## src/rtl/ascon_serial_host_if.sv

```systemverilog
// rtl/ascon_serial_host_if.sv - host request and serial core lanes bundled for ascon_serial_host
interface ascon_serial_host_if #(
    parameter int K = 128,
    parameter int L = 40,
    parameter int Y = 96
);
    logic          start;
    logic          mode;
    logic [K-1:0]  key;
    logic [127:0]  nonce;
    logic [L-1:0]  ad;
    logic [Y-1:0]  pt;
    logic [35:0]   rnd;
    logic [4:0]    key_ser;
    logic [4:0]    nonce_ser;
    logic [4:0]    ad_ser;
    logic [4:0]    pt_ser;
    logic [13:0]   r_64;
    logic [2:0]    r_128;
    logic [2:0]    r_pt;
    logic          enc_start;
    logic          dec_start;
    logic          ct_bit;
    logic          pt_bit;
    logic          tag_bit;
    logic          dec_tag_bit;
    logic          enc_ready;
    logic          dec_ready;
    logic          auth;
    logic          busy;
    logic          done;
    logic          timeout;
    logic [Y-1:0]  data_out;
    logic [127:0]  tag_out;
    logic          auth_out;

    modport master (
        output start, mode, key, nonce, ad, pt, rnd,
        output ct_bit, pt_bit, tag_bit, dec_tag_bit, enc_ready, dec_ready, auth,
        input  key_ser, nonce_ser, ad_ser, pt_ser, r_64, r_128, r_pt,
        input  enc_start, dec_start, busy, done, timeout, data_out, tag_out, auth_out
    );

    modport slave (
        input  start, mode, key, nonce, ad, pt, rnd,
        input  ct_bit, pt_bit, tag_bit, dec_tag_bit, enc_ready, dec_ready, auth,
        output key_ser, nonce_ser, ad_ser, pt_ser, r_64, r_128, r_pt,
        output enc_start, dec_start, busy, done, timeout, data_out, tag_out, auth_out
    );
endinterface

```

## src/rtl/ascon_serial_host.sv

```systemverilog
// rtl/ascon_serial_host.sv - serialises key/nonce/AD/PT into a masked Ascon core and collects its serial results
module ascon_serial_host #(
    parameter int K       = 128,
    parameter int L       = 40,
    parameter int Y       = 96,
    parameter int TIMEOUT = 4096
) (
    input logic            clk,
    input logic            rst,
    ascon_serial_host_if.slave bus
);
    localparam int M1      = (K > L) ? K : L;
    localparam int M2      = (M1 > Y) ? M1 : Y;
    localparam int MAX     = (M2 > 128) ? M2 : 128;
    localparam int CNT_TOP = (MAX > TIMEOUT) ? MAX : TIMEOUT;
    localparam int CW      = $clog2(CNT_TOP + 1);

    localparam logic [Y-1:0] Y_ONE = Y'(1);
    localparam logic [127:0] T_ONE = 128'(1);

    typedef enum logic [2:0] {IDLE, LOAD, START, WAIT, GAP, UNLOAD, DONE} state_t;

    state_t        state, state_nxt;
    logic [CW-1:0] cnt, cnt_nxt;
    logic          mode_q;
    logic          set_timeout;
    logic          ready_sel;
    logic          cap_data, cap_tag;
    logic [K-1:0]  key_sh;
    logic [127:0]  nonce_sh;
    logic [L-1:0]  ad_sh;
    logic [Y-1:0]  pt_sh;

    // Shifting by the load index puts the current MSB-first bit at the top; indices past a field's width shift in zeros.
    assign key_sh    = bus.key << cnt_nxt;
    assign nonce_sh  = bus.nonce << cnt_nxt;
    assign ad_sh     = bus.ad << cnt_nxt;
    assign pt_sh     = bus.pt << cnt_nxt;

    assign ready_sel = mode_q ? bus.dec_ready : bus.enc_ready;
    assign cap_data  = mode_q ? bus.pt_bit : bus.ct_bit;
    assign cap_tag   = mode_q ? bus.dec_tag_bit : bus.tag_bit;

    assign bus.busy      = (state != IDLE);
    assign bus.done      = (state == DONE);
    assign bus.enc_start = (state == START) && !mode_q;
    assign bus.dec_start = (state == START) && mode_q;

    // Next-state and phase counter; the counter restarts at zero on every phase change.
    always_comb begin
        state_nxt   = state;
        cnt_nxt     = cnt + CW'(1);
        set_timeout = 1'b0;
        case (state)
            IDLE: begin
                cnt_nxt = '0;
                if (bus.start) begin
                    state_nxt = bus.mode ? START : LOAD;
                end
            end
            LOAD: begin
                if (cnt == CW'(MAX - 1)) begin
                    state_nxt = START;
                    cnt_nxt   = '0;
                end
            end
            START: begin
                if (cnt == CW'(4)) begin
                    state_nxt = WAIT;
                    cnt_nxt   = '0;
                end
            end
            WAIT: begin
                if (ready_sel) begin
                    state_nxt = GAP;
                    cnt_nxt   = '0;
                end else if (cnt == CW'(TIMEOUT - 1)) begin
                    state_nxt   = IDLE;
                    cnt_nxt     = '0;
                    set_timeout = 1'b1;
                end
            end
            GAP: begin
                if (cnt == CW'(3)) begin
                    state_nxt = UNLOAD;
                    cnt_nxt   = '0;
                end
            end
            UNLOAD: begin
                if (cnt == CW'(MAX - 1)) begin
                    state_nxt = DONE;
                    cnt_nxt   = '0;
                end
            end
            DONE: begin
                state_nxt = IDLE;
                cnt_nxt   = '0;
            end
            default: begin
                state_nxt = IDLE;
                cnt_nxt   = '0;
            end
        endcase
    end

    // State and counter register.
    always_ff @(posedge clk or posedge rst) begin
        if (rst) begin
            state <= IDLE;
            cnt   <= '0;
        end else begin
            state <= state_nxt;
            cnt   <= cnt_nxt;
        end
    end

    // Mode latch, sticky timeout, result capture and registered serial lanes aligned with the LOAD cycle they belong to.
    always_ff @(posedge clk or posedge rst) begin
        if (rst) begin
            mode_q        <= 1'b0;
            bus.timeout   <= 1'b0;
            bus.data_out  <= '0;
            bus.tag_out   <= '0;
            bus.auth_out  <= 1'b0;
            bus.key_ser   <= '0;
            bus.nonce_ser <= '0;
            bus.ad_ser    <= '0;
            bus.pt_ser    <= '0;
            bus.r_64      <= '0;
            bus.r_128     <= '0;
            bus.r_pt      <= '0;
        end else begin
            if (state == IDLE && bus.start) begin
                mode_q      <= bus.mode;
                bus.timeout <= 1'b0;
            end
            if (set_timeout) begin
                bus.timeout <= 1'b1;
            end
            if (state == UNLOAD) begin
                bus.data_out <= (bus.data_out & ~(Y_ONE << cnt)) | ({{(Y-1){1'b0}}, cap_data} << cnt);
                bus.tag_out  <= (bus.tag_out & ~(T_ONE << cnt)) | ({127'b0, cap_tag} << cnt);
                if (cnt == CW'(MAX - 1)) begin
                    bus.auth_out <= mode_q & bus.auth;
                end
            end
            if (state_nxt == LOAD) begin
                bus.key_ser   <= {bus.rnd[15:12], key_sh[K-1]};
                bus.ad_ser    <= {bus.rnd[11:8], ad_sh[L-1]};
                bus.pt_ser    <= {bus.rnd[7:4], pt_sh[Y-1]};
                bus.nonce_ser <= {bus.rnd[3:0], nonce_sh[127]};
                bus.r_64      <= bus.rnd[29:16];
                bus.r_pt      <= bus.rnd[32:30];
                bus.r_128     <= bus.rnd[35:33];
            end else begin
                bus.key_ser   <= '0;
                bus.ad_ser    <= '0;
                bus.pt_ser    <= '0;
                bus.nonce_ser <= '0;
                bus.r_64      <= '0;
                bus.r_pt      <= '0;
                bus.r_128     <= '0;
            end
        end
    end
endmodule

```

## src/flat_wrapper.sv

```systemverilog
// flat-port wrapper written by rule: the top's interface ports become plain ports
module ascon_serial_host_flat 
#(
    parameter int K       = 128,
    parameter int L       = 40,
    parameter int Y       = 96,
    parameter int TIMEOUT = 4096
)
  (clk, rst, bus_start, bus_mode, bus_key, bus_nonce, bus_ad, bus_pt, bus_rnd, bus_ct_bit, bus_pt_bit, bus_tag_bit, bus_dec_tag_bit, bus_enc_ready, bus_dec_ready, bus_auth, bus_key_ser, bus_nonce_ser, bus_ad_ser, bus_pt_ser, bus_r_64, bus_r_128, bus_r_pt, bus_enc_start, bus_dec_start, bus_busy, bus_done, bus_timeout, bus_data_out, bus_tag_out, bus_auth_out);
  ascon_serial_host_if #(.K(K), .L(L), .Y(Y)) bus_i ();
  input logic clk;
  input logic rst;
  input wire logic [$bits(bus_i.start)-1:0] bus_start;
  input wire logic [$bits(bus_i.mode)-1:0] bus_mode;
  input wire logic [$bits(bus_i.key)-1:0] bus_key;
  input wire logic [$bits(bus_i.nonce)-1:0] bus_nonce;
  input wire logic [$bits(bus_i.ad)-1:0] bus_ad;
  input wire logic [$bits(bus_i.pt)-1:0] bus_pt;
  input wire logic [$bits(bus_i.rnd)-1:0] bus_rnd;
  input wire logic [$bits(bus_i.ct_bit)-1:0] bus_ct_bit;
  input wire logic [$bits(bus_i.pt_bit)-1:0] bus_pt_bit;
  input wire logic [$bits(bus_i.tag_bit)-1:0] bus_tag_bit;
  input wire logic [$bits(bus_i.dec_tag_bit)-1:0] bus_dec_tag_bit;
  input wire logic [$bits(bus_i.enc_ready)-1:0] bus_enc_ready;
  input wire logic [$bits(bus_i.dec_ready)-1:0] bus_dec_ready;
  input wire logic [$bits(bus_i.auth)-1:0] bus_auth;
  output wire logic [$bits(bus_i.key_ser)-1:0] bus_key_ser;
  output wire logic [$bits(bus_i.nonce_ser)-1:0] bus_nonce_ser;
  output wire logic [$bits(bus_i.ad_ser)-1:0] bus_ad_ser;
  output wire logic [$bits(bus_i.pt_ser)-1:0] bus_pt_ser;
  output wire logic [$bits(bus_i.r_64)-1:0] bus_r_64;
  output wire logic [$bits(bus_i.r_128)-1:0] bus_r_128;
  output wire logic [$bits(bus_i.r_pt)-1:0] bus_r_pt;
  output wire logic [$bits(bus_i.enc_start)-1:0] bus_enc_start;
  output wire logic [$bits(bus_i.dec_start)-1:0] bus_dec_start;
  output wire logic [$bits(bus_i.busy)-1:0] bus_busy;
  output wire logic [$bits(bus_i.done)-1:0] bus_done;
  output wire logic [$bits(bus_i.timeout)-1:0] bus_timeout;
  output wire logic [$bits(bus_i.data_out)-1:0] bus_data_out;
  output wire logic [$bits(bus_i.tag_out)-1:0] bus_tag_out;
  output wire logic [$bits(bus_i.auth_out)-1:0] bus_auth_out;
  assign bus_i.start = bus_start;
  assign bus_i.mode = bus_mode;
  assign bus_i.key = bus_key;
  assign bus_i.nonce = bus_nonce;
  assign bus_i.ad = bus_ad;
  assign bus_i.pt = bus_pt;
  assign bus_i.rnd = bus_rnd;
  assign bus_i.ct_bit = bus_ct_bit;
  assign bus_i.pt_bit = bus_pt_bit;
  assign bus_i.tag_bit = bus_tag_bit;
  assign bus_i.dec_tag_bit = bus_dec_tag_bit;
  assign bus_i.enc_ready = bus_enc_ready;
  assign bus_i.dec_ready = bus_dec_ready;
  assign bus_i.auth = bus_auth;
  assign bus_key_ser = bus_i.key_ser;
  assign bus_nonce_ser = bus_i.nonce_ser;
  assign bus_ad_ser = bus_i.ad_ser;
  assign bus_pt_ser = bus_i.pt_ser;
  assign bus_r_64 = bus_i.r_64;
  assign bus_r_128 = bus_i.r_128;
  assign bus_r_pt = bus_i.r_pt;
  assign bus_enc_start = bus_i.enc_start;
  assign bus_dec_start = bus_i.dec_start;
  assign bus_busy = bus_i.busy;
  assign bus_done = bus_i.done;
  assign bus_timeout = bus_i.timeout;
  assign bus_data_out = bus_i.data_out;
  assign bus_tag_out = bus_i.tag_out;
  assign bus_auth_out = bus_i.auth_out;
  ascon_serial_host #(.K(K), .L(L), .Y(Y), .TIMEOUT(TIMEOUT)) u_core (.clk(clk), .rst(rst), .bus(bus_i));
endmodule
```

## config.mk

```make
export PLATFORM = sky130hd
export DESIGN_NAME = ascon_serial_host_flat
export DESIGN_NICKNAME = d
export VERILOG_FILES = /design/src/rtl/ascon_serial_host_if.sv /design/src/rtl/ascon_serial_host.sv /design/src/flat_wrapper.sv
export SDC_FILE = /design/constraint.sdc
export NUM_CORES = 1
export LEC_CHECK = 0
export CAP_MARGIN = 25
export CORE_AREA = 2 2 279 281
export DETAILED_ROUTE_END_ITERATION = 16
export DIE_AREA = 0 0 281 283
export PLACE_DENSITY = 0.49
export SLEW_MARGIN = 20
export SYNTH_ARGS = -nofsm -noshare
export SYNTH_HDL_FRONTEND = slang
export SYNTH_SLANG_ARGS = --single-unit
```

## constraint.sdc

```tcl
create_clock -name clk -period 23 [get_ports clk]
set_input_delay 3.45 -clock clk [delete_from_list [all_inputs] [get_ports clk]]
set_output_delay 3.45 -clock clk [all_outputs]
set_load 0.02 [all_outputs]
```

==> flow_metrics.tcl <==
set metrics [dict create \
    outcome "finished, final reports clean" \
    crit_path_end "u_core.bus.key_ser[0]" \
    drt_iter0_drc 974 \
    grt_pass1_wl_mm 121 \
    cts_hold_buf 0 \
    r2r_end "u_core.bus.key_ser[0]" \
    tritoncts "done" \
    cts.sinks 283 \
    syn_area_um2 14900 \
    routed_via_density 4.65 \
    fin_crit_sh_pct 29.9 \
    drt-total-wl_mm 85.3 \
    synth_nets 2181 \
    start_util_pct 19.4 \
    slowest_stage "buf_4" \
    syn2layout_area_growth_pct 63.0 \
    num_vias 16100 \
    met1_usage_pct 23.8 \
    crit_path_max_incr_delay_ps 550 \
    setup_slack_ps 16130 \
    yosys_register_bits 283 \
    leakagePower_nw 9.08 \
    gr-total-overflow 0 \
    cts_max_level 2 \
    final_nets 2830 \
    crit_path_max_fanout 57 \
    synthArstFlopShare_pct 100 \
    whs_ps 481 \
    fill_cells 8023 \
    dp_hpwl_mm 67.1 \
    path_depth 13 \
    r2r_cells 13 \
    p_per_area_nw_per_um2 94.1 \
    r2r_start "u_core.cnt[0]" \
    firstDrtPassIters 6 \
    dieArea_um2 79500 \
    grtUsageMet2_pct 39.1 \
    ys.warnings.count 0 \
    rows 102 \
    critical_path.top_delay_family "compound AO/OA/AOI/OAI gates" \
    drv_cap 0 \
    synthDistinctLibCells 77 \
    rsz0062_at_grt "no" \
    crit_path_start_kind "primary input" \
    place_ws_ps 15540 \
    routabilityCongestion 0.947 \
    holdCritPathClass "flip-flop to flip-flop" \
    avgSynthCellArea_um2 8.55 \
    yosysSeqAreaShare_pct 47.6 \
    finalSetupViolCount 0 \
    clk_pin_slew_ps 70 \
    fmax_mhz 146 \
    drc 0 \
    final.setup.tns_ps 0 \
    finClkSkew_ps 28.4 \
    cts.repair.resized 0 \
    slew_violations 0 \
    die_y_um 283 \
    min_period_ps 6870 \
    ff2ff_setup_slack_ps 18540 \
    antenna_found_initial 12 \
    ioPinCount 709 \
    top_usage_layer "met2" \
    grt_max_degree 156 \
    finalHoldViolCount 0 \
    core_um2 76700 \
    clockBufferDepth 3 \
    cts_buffers 36 \
    place.port_buffers 708 \
    arrival_ps 7310 \
    synth-edff-count 0 \
    clock_latency_ps 550 \
    worstMarginPinSlew_ps 1100 \
    worst-path-buf-inv 4 \
    drive_gt1_share_pct 5.47 \
    worstSetupStartpoint "bus_dec_ready" \
    path_cells "clkdlybuf4s50_1 -> mux2i_1 -> nand3_1 -> o22ai_4 -> o21ai_2 -> buf_4 -> inv_2 -> buf_4 -> mux2i_1 -> a211oi_1 -> o311a_1 -> a311o_1 -> o221a_1" \
    grtUsageTotal_pct 20.8 \
    report.power.total_mw 2.28 \
    wl_per_cell_um 24.7 \
    cts-root-buf "clkbuf_16" \
    synth-main-ff-cell "dfrtp_1" \
    die_w_um 281 \
    crit_type "primary input to flip-flop" \
    cp.required_ps 23440 \
    synthCells 1740 \
    ant_nets 0 \
    cp-end-kind "flip-flop" \
    use_met3_pct 3.72 \
    maxSlewHeadroom_pct 26.7 \
    grt_pass1_vias 16500 \
    post-cts-setup-buffers 0 \
    vdd_drop_max_uv 58.9 \
]
stage by stage:
stage | cells | area [µm²] | utilization (%)
final | 3459 | 24300 | 31.6
after global placement | 3389 | 23000 | 30.0
after global routing | 3459 | 24300 | 31.6
after detailed placement | 3389 | 23000 | 30.0
after CTS | 3452 | 24200 | 31.6
after floorplan | 1740 | 14900 | -
Yosys cell counts, types with 4 or more instances:
cell,number,share of area [%]
nor2_1,293,7.4
dfrtp_1,283,48
nand2_1,240,6.1
a21oi_1,229,7.7
o21ai_0,102,3.4
clkbuf_1,77,1.9
and2_1,44,1.8
mux2i_1,44,3.0
a31oi_1,40,1.7
a211oi_1,35,1.8
buf_2,28,0.94
nand3_1,25,0.84
a221oi_1,22,1.3
nor3_1,21,0.71
inv_1,19,0.48
a22oi_1,18,0.91
mux2_2,17,1.3
and3_1,12,0.50
nor2b_1,9,0.38
o22ai_1,9,0.38
xnor2_1,9,0.53
a2111oi_0,8,0.47
buf_4,8,0.40
o311a_1,8,0.54
o31ai_1,8,0.40
buf_1,7,0.18
nand4_1,7,0.29
o211ai_1,7,0.35
a2bb2oi_1,6,0.35
xor2_1,6,0.35
nand2b_1,5,0.21
nor3b_1,5,0.25
nor4_1,5,0.21
a21o_1,4,0.20
a22o_1,4,0.24
inv_2,4,0.10
o21ai_2,4,0.24
o221ai_1,4,0.24
cell usage in the layout (no fill, tap or decap), types with 10 or more instances in the layout:
cell type        netlist  layout
buf_4                  8      23
nand3_1               25      25
a21oi_1              229     226
a211oi_1              35      35
nor3_1                21      20
dfrtp_1              283     283
inv_1                 19      18
a22oi_1               18      18
mux2i_1               44      42
and3_1                12      12
nor2_1               293     293
o21ai_0              102     102
clkdlybuf4s50_1        0     708
nand2_1              240     239
a31oi_1               40      40
mux2_2                17      17
a221oi_1              22      22
and2_1                44      43
clkbuf_16              0      36
clkbuf_1              77      10
metal layers:
| layer | part of all wire [%] | vias up |
|---|---|---|
| met5 | 0.015 | - |
| li1 | - | 7483 |
| met2 | 53 | 625 |
| met1 | 39 | 7869 |
| met4 | 2.8 | 2 |
| met3 | 5.5 | 105 |
tightest hold or removal path, cell delays in order, from the launching register on:
cell and delay, ps:
dfrtp_1 340, nand2_1 50, o21ai_0 60
registers in the layout (all words and copies together) (netlist names), 3 cells and up:
| register | flops |
|---|---|
| u_core.bus.ad_ser | 5 |
| u_core.bus.data_out | 96 |
| u_core.bus.key_ser | 5 |
| u_core.bus.nonce_ser | 5 |
| u_core.bus.pt_ser | 5 |
| u_core.bus.r_128 | 3 |
| u_core.bus.r_64 | 14 |
| u_core.bus.r_pt | 3 |
| u_core.bus.tag_out | 128 |
| u_core.cnt | 13 |
| u_core.state | 3 |
cells by family (layout without fill, tap and decap cells):
group                    count (synthesis)  in the layout  synth area share (%)
AND/OR/NAND/NOR                        689            689                  20.1
AO/OA/AOI/OAI                          542            542                  22.4
flip-flops                             283            283                  47.6
buffers and inverters                  145            819                  4.20
multiplexers                            64             64                  4.62
XOR/XNOR                                15             15                 0.883
adder cells (fa/ha/maj)                  2              2                 0.168
other                                    0              5                     0
worst min-delay path by stage:
stage | start | cells past startpoint | end
2_1_floorplan | u_core.state[2] | 2 | u_core.state[2]
3_3_place_gp | u_core.bus.tag_out[64] | 2 | u_core.bus.tag_out[64]
3_5_place_dp | u_core.bus.tag_out[8] | 2 | u_core.bus.tag_out[8]
4_1_cts | u_core.bus.data_out[88] | 2 | u_core.bus.data_out[88]
5_1_grt | u_core.bus.data_out[88] | 2 | u_core.bus.data_out[88]
6_report | u_core.bus.data_out[88] | 2 | u_core.bus.data_out[88]
final cells by class:
class | count | area (µm²) | area share [%]
diodes | 5 | 12.5 | 0.0516
clock buffers | 52 | 1020 | 4.21
clock inverters | 11 | 170 | 0.702
inverters | 23 | 93.8 | 0.387
multi-input cells | 1312 | 7260 | 30.0
flip-flops and latches | 283 | 7080 | 29.2
well taps | 1040 | 1300 | 5.37
repair buffers | 733 | 7310 | 30.1
power breakdown:
group | internal (mW) | switching [mW] | total [mW] | leakage (nW)
combinational | 0.397 | 0.749 | 1.15 | 5.73
sequential | 0.530 | 0.0287 | 0.559 | 2.76
clock | 0.345 | 0.232 | 0.577 | 0.579
total | 1.27 | 1.01 | 2.28 | 9.08
(Power assumes the default switching activity.)
